File: src/rtl/debug_cmd_decoder.sv
// debug_cmd_decoder: single-character debug command front end for the pipeline.
// Define DBG_CMD_TIMEOUT_EN to abandon a stalled 'n' count after a timeout.
`timescale 1ns/1ps
module debug_cmd_decoder #(
    parameter int DBIT      = 8,
    parameter int CNT_W     = 16,
    parameter int TIMEOUT_W = 20
) (
    input  logic            clk,
    input  logic            reset,
    input  logic            rx_done_tick,
    input  logic [DBIT-1:0] rx_data,
    input  logic [31:0]     instruction_latch,
    input  logic            dump_done,
    output logic            pipe_enable,
    output logic            dump_req,
    output logic [1:0]      mode,
    output logic            halted,
    output logic            err_tick
);

    typedef enum logic [2:0] {
        IDLE,
        RUN,
        STEP,
        CNT_HI,
        CNT_LO,
        NSTEP,
        DUMP_WAIT,
        HALTED
    } state_e;

    localparam logic [DBIT-1:0] CH_C = DBIT'(8'h63);
    localparam logic [DBIT-1:0] CH_S = DBIT'(8'h73);
    localparam logic [DBIT-1:0] CH_N = DBIT'(8'h6E);
    localparam logic [DBIT-1:0] CH_D = DBIT'(8'h64);
    localparam logic [DBIT-1:0] CH_H = DBIT'(8'h68);

    state_e          state_q, state_d;
    logic [CNT_W-1:0] cnt_q, cnt_d;
    logic [DBIT-1:0] cnt_hi_q, cnt_hi_d;
    logic            pipe_enable_q, pipe_enable_d;
    logic            dump_req_q, dump_req_d;
    logic            halted_q, halted_d;
    logic            err_tick_q, err_tick_d;
    logic [1:0]      mode_q, mode_d;
    logic [CNT_W-1:0] n_load;
    logic            halt_hit;

`ifdef DBG_CMD_TIMEOUT_EN
    logic [TIMEOUT_W-1:0] tmo_q, tmo_d;
`else
    logic unused_tmo_w;
    assign unused_tmo_w = |TIMEOUT_W;
`endif

    assign n_load   = CNT_W'({cnt_hi_q, rx_data});
    assign halt_hit = pipe_enable_q && (instruction_latch == 32'hFFFF_FFFF);

    always_comb begin
        state_d       = state_q;
        cnt_d         = cnt_q;
        cnt_hi_d      = cnt_hi_q;
        halted_d      = halted_q;
        pipe_enable_d = 1'b0;
        dump_req_d    = 1'b0;
        err_tick_d    = 1'b0;
`ifdef DBG_CMD_TIMEOUT_EN
        tmo_d         = '0;
`endif
        unique case (state_q)
            IDLE: begin
                if (rx_done_tick) begin
                    case (rx_data)
                        CH_C: begin
                            state_d       = RUN;
                            pipe_enable_d = 1'b1;
                        end
                        CH_S: begin
                            state_d       = STEP;
                            pipe_enable_d = 1'b1;
                        end
                        CH_N: state_d = CNT_HI;
                        CH_D: begin
                            state_d    = DUMP_WAIT;
                            dump_req_d = 1'b1;
                        end
                        default: err_tick_d = 1'b1;
                    endcase
                end
            end
            RUN: begin
                pipe_enable_d = 1'b1;
                if (rx_done_tick) begin
                    if (rx_data == CH_H) begin
                        pipe_enable_d = 1'b0;
                        dump_req_d    = 1'b1;
                        state_d       = DUMP_WAIT;
                    end else begin
                        err_tick_d = 1'b1;
                    end
                end
            end
            STEP: begin
                err_tick_d = rx_done_tick;
                dump_req_d = 1'b1;
                state_d    = DUMP_WAIT;
            end
            CNT_HI: begin
                if (rx_done_tick) begin
                    cnt_hi_d = rx_data;
                    state_d  = CNT_LO;
                end
            end
            CNT_LO: begin
                if (rx_done_tick) begin
                    if (n_load == '0) begin
                        dump_req_d = 1'b1;
                        state_d    = DUMP_WAIT;
                    end else begin
                        cnt_d         = n_load;
                        pipe_enable_d = 1'b1;
                        state_d       = NSTEP;
                    end
                end
            end
            NSTEP: begin
                // cnt_q counts the enable cycle in progress, so exit at one.
                err_tick_d = rx_done_tick;
                if (cnt_q == CNT_W'(1)) begin
                    cnt_d      = '0;
                    dump_req_d = 1'b1;
                    state_d    = DUMP_WAIT;
                end else begin
                    cnt_d         = cnt_q - CNT_W'(1);
                    pipe_enable_d = 1'b1;
                end
            end
            DUMP_WAIT: begin
                err_tick_d = rx_done_tick;
                if (dump_done) begin
                    state_d = halted_q ? HALTED : IDLE;
                end
            end
            HALTED: begin
                if (rx_done_tick) begin
                    if (rx_data == CH_D) begin
                        dump_req_d = 1'b1;
                        state_d    = DUMP_WAIT;
                    end else begin
                        err_tick_d = 1'b1;
                    end
                end
            end
            default: state_d = IDLE;
        endcase

`ifdef DBG_CMD_TIMEOUT_EN
        if ((state_q == CNT_HI || state_q == CNT_LO) && !rx_done_tick) begin
            if (tmo_q == {TIMEOUT_W{1'b1}}) begin
                err_tick_d = 1'b1;
                cnt_hi_d   = '0;
                state_d    = IDLE;
            end else begin
                tmo_d = tmo_q + TIMEOUT_W'(1);
            end
        end
`endif

        // Halt wins over any step count or a same-cycle 'h'.
        if (halt_hit) begin
            pipe_enable_d = 1'b0;
            dump_req_d    = 1'b1;
            halted_d      = 1'b1;
            cnt_d         = '0;
            state_d       = DUMP_WAIT;
        end

        case (state_d)
            RUN, STEP, NSTEP: mode_d = 2'd1;
            DUMP_WAIT:        mode_d = 2'd2;
            HALTED:           mode_d = 2'd3;
            default:          mode_d = 2'd0;
        endcase
    end

    always_ff @(posedge clk) begin
        if (!reset) begin
            state_q       <= IDLE;
            cnt_q         <= '0;
            cnt_hi_q      <= '0;
            pipe_enable_q <= 1'b0;
            dump_req_q    <= 1'b0;
            halted_q      <= 1'b0;
            err_tick_q    <= 1'b0;
            mode_q        <= 2'd0;
`ifdef DBG_CMD_TIMEOUT_EN
            tmo_q         <= '0;
`endif
        end else begin
            state_q       <= state_d;
            cnt_q         <= cnt_d;
            cnt_hi_q      <= cnt_hi_d;
            pipe_enable_q <= pipe_enable_d;
            dump_req_q    <= dump_req_d;
            halted_q      <= halted_d;
            err_tick_q    <= err_tick_d;
            mode_q        <= mode_d;
`ifdef DBG_CMD_TIMEOUT_EN
            tmo_q         <= tmo_d;
`endif
        end
    end

    assign pipe_enable = pipe_enable_q;
    assign dump_req    = dump_req_q;
    assign halted      = halted_q;
    assign err_tick    = err_tick_q;
    assign mode        = mode_q;

endmodule

File: config.mk
export PLATFORM = sky130hd
export DESIGN_NAME = debug_cmd_decoder
export DESIGN_NICKNAME = d
export VERILOG_FILES = /design/src/rtl/debug_cmd_decoder.sv
export SDC_FILE = /design/constraint.sdc
export NUM_CORES = 1
export LEC_CHECK = 0
export BUFFER_PORTS_ARGS = -buffer_cell sky130_fd_sc_hd__buf_2
export CAP_MARGIN = 15
export CORE_MARGIN = 2
export CORE_UTILIZATION = 45
export CTS_BUF_LIST = sky130_fd_sc_hd__clkbuf_16
export DETAILED_ROUTE_END_ITERATION = 6
export PLACE_DENSITY = 0.68
export SYNTH_ARGS = -nofsm -noshare
export SYNTH_HDL_FRONTEND = slang
export SYNTH_SLANG_ARGS = --single-unit
File: constraint.sdc
create_clock -name clk -period 2.25 [get_ports clk]
set_input_delay 0.225 -clock clk [delete_from_list [all_inputs] [get_ports clk]]
set_output_delay 0.225 -clock clk [all_outputs]
set_load 0.03 [all_outputs]
==> results.tsv <==
stage	metric	value	unit
outcome	outcome	completed	
route	Routed Antenna Nets	0	
clock_network	CTS tree	built	
hold_path	Hold Startpoint	rx_data[6]	
run	MaxCap Viol Count	0	
global_route	Overflow after GRT	0	
route	routed via count	2398	
clock_network	CTS Root Cell	clkbuf_16	
setup_path	crit path max fanout	5	
power	Static Leak	1.03	nW
sta	RSZ-0062 raised after global routing	false	
placement	RD Place Congestion	0.865	
setup_path	worst reg-to-reg setup slack	0.23	ns
clock_network	Hold-fix buffers, CTS	0	
sta	Hold Violations, Final	0	
power	Worst IR Drop VDD	0.369	mV
global_route	GRT Total Usage	23.9	%
hold_path	hold endpoint	cnt_hi_q[6]	
synth	post-synth net total	355	
floorplanning	die area	5580	µm²
setup_path	CP Capture Type	flip-flop	
floorplanning	die width	74.7	µm
global_route	initial antenna violation count	0	
clock_network	clock tree buffer depth	2	
cells_and_area	nets@finish	402	
hold_path	Hold Path Depth	3	
global_route	first-pass GRT wire length	10.4	mm
setup_path	reg2reg start	cnt_q[13]	
hold_path	Hold Path Class	input pin to flip-flop	
sta	Hold WS	0.233	ns
route	drt initial violations	185	
clock_network	CTS clock-pin slew for the worst setup and hold paths	0.06	ns
setup_path	r2r endpoint	mode[0]	
clock_network	cts bufs inserted	5	
route	DRC Markers	0	
placement	Placed Area	2580	µm²
placement	Final HPWL DP	4.67	mm
power	Tot Pwr	1.83	mW
power	P_sw	0.614	mW
setup_path	Worst Setup Start Kind	flip-flop	
floorplanning	io pins	50	
cells_and_area	layout cell share with drive strength beyond 1	23.2	%
sta	Final period util	89.8	%
route	DR WL/cell	14.7	µm
clock_network	clock sinks	33	
power	combinational share of power	29.1	%
synth	count of different cell masters after synthesis	59	
sta	clock skew	0.00746	ns
synth	Syn. warnings	0	
setup_path	depth of the worst register-to-register path	6	
floorplanning	Rows	25	
route	final WL	6.23	mm
sta	setup_tns	0	ns
floorplanning	Initial Util	47.0	%
floorplanning	Die Ht	74.7	µm
global_route	vias in the first global route	2192	
cells_and_area	commonest non-fill, non-tap cells in the layout	nand2_1 (50), buf_2 (49), a21oi_1 (33), dfxtp_1 (33), o21ai_0 (25)	
synth	Async SR Flop Fraction	0	%
route	Via-to-Cell Ratio	5.66	
synth	post-synthesis sequential area ratio	29.4	%
floorplanning	Core Area	4790	µm²
sta	final setup violation count	0	
sta	fin. max-slew vios	0	
sta	Setup WS post-layout	0.230	ns
synth	Post-synth top flop	dfxtp_1	
cells_and_area	final instance area	2730	µm²
setup_path	crit path kind	flip-flop to flip-flop	
clock_network	Skew-Pair Late Insertion Delay	0.28	ns
setup_path	CP arrival	2.22	ns
synth	Syn Inst Count	309	
setup_path	Critical Path RT	2.45	ns
power	switching part of the total power	33.5	%
global_route	largest net degree at the start of global routing	20	
power	PwrDens	671	nW/µm²
cells_and_area	area grow syn2layout	21.4	%
cells_and_area	# diodes	0	
power	sequential share of power	34.9	%
sta	fmax	495	MHz
power	internal cell power	1.22	mW
cells_and_area	most common cell after layout, fill and taps aside	nand2_1	
synth	number of flops mapped to enable cells by yosys	0	
sta	slew at the pin with the worst max-slew slack	0.589	ns
sta	Worst slew margin	60.8	%
route	first-pass iteration count of the detailed router	4	
synth	Netlist Area Pre-Place	2250	µm²
synth	Avg Cell Area, Syn	7.28	µm²
placement	Port Buffers	49	
power	clock network fraction of total power	36.0	%
clock_network	# H-tree levels	2	
synth	#FFs+latches synth	33	
sta	Tmin final	2.02	ns
placement	Place WS	0.201	ns
[cell families after synthesis]
| family | after synthesis | synth area share [%] |
|---|---|---|
| buffers and inverters | 32 | 5.90 |
| and+or+nand+nor | 144 | 36.1 |
| adders and majority gates | 2 | 1.11 |
| xor gates and xnor gates | 2 | 0.779 |
| AOI/OAI and AO/OA | 96 | 26.8 |
| DFF | 33 | 29.4 |
[cell usage after synthesis (3+ instances only)]
library cell,n,area (µm²)
a211oi_1,3,22.5
a21oi_1,33,165
a22oi_1,5,37.5
a31oi_1,3,18.8
a32o_1,3,30.0
and3_1,3,18.8
buf_2,10,50.1
clkbuf_1,11,41.3
dfxtp_1,33,661
inv_1,10,37.5
nand2_1,50,188
nand3_1,11,55.1
nand4_1,12,75.1
nor2_1,23,86.3
nor2b_1,5,31.3
nor3_1,7,35.0
nor3b_1,3,22.5
nor4_1,6,37.5
o21ai_0,25,125
[how the worst max path moves through the flow]
stage / startpoint / endpoint / slack [ns] / cells after the start
after floorplan: pipe_enable / mode[0] / 0.42 / 6
after global placement: cnt_q[2] / mode[0] / 0.22 / 6
after detailed placement: cnt_q[2] / mode[0] / 0.20 / 6
after CTS: cnt_q[2] / mode[0] / 0.17 / 6
after global routing: cnt_q[13] / mode[0] / 0.05 / 6
final: cnt_q[13] / mode[0] / 0.23 / 6
[layout make-up]
cell class	instances	area, µm²
clock buffer	5	125
clock inverter	3	17.5
fill	486	2050
inverter	10	37.5
multi-input combinational	244	1460
sequential	33	661
tap	67	83.8
timing repair buffer	62	343
[power groups by stage]
stage	sequential [mW]	clock (mW)	combinational (mW)
6_report	0.640	0.659	0.533
2_1_floorplan	0.660	0	0.363
4_1_cts	0.640	0.672	0.524
3_5_place_dp	0.652	0	0.522
3_3_place_gp	0.651	0	0.522
5_1_grt	0.644	0.693	0.589
[sequential cells by signal, summed over array words and instances, names as in the netlist]
signal	count
state_q	3
cnt_q	16
cnt_hi_q	8
halted	1
pipe_enable	1
err_tick	1
mode	2
dump_req	1
[repair_timing]
| action | in CTS | in global routing |
|---|---|---|
| setup buffers | 0 | 0 |
| endpoints found under the setup margin | 0 | 1 |
| resized for setup | 0 | 1 |
[per-layer routing]
metal / vias to the layer above / share of wire [%] / global-route usage, %
li1: 1233 / - / -
met3: 11 / 4.5 / 4.55
met5: - / 0 / 0
met2: 57 / 47 / 37.2
met1: 1097 / 48 / 33.8
met4: 0 / 1.3 / 6.75
[through the flow]
stage	util, %	cells
6_report	57.1	424
5_1_grt	57.1	424
4_1_cts	56.9	424
3_5_place_dp	53.9	416
3_3_place_gp	53.9	416
2_1_floorplan	-	309
[critical path, cell delays in order (launching register included)]
cell     delay (ns)
dfxtp_1        0.36
nor4_4         0.36
nand2_1        0.20
o31a_1         0.36
and4b_4        0.22
a311o_1        0.31
a21oi_1        0.13
Power figures use the tool's default switching activity.
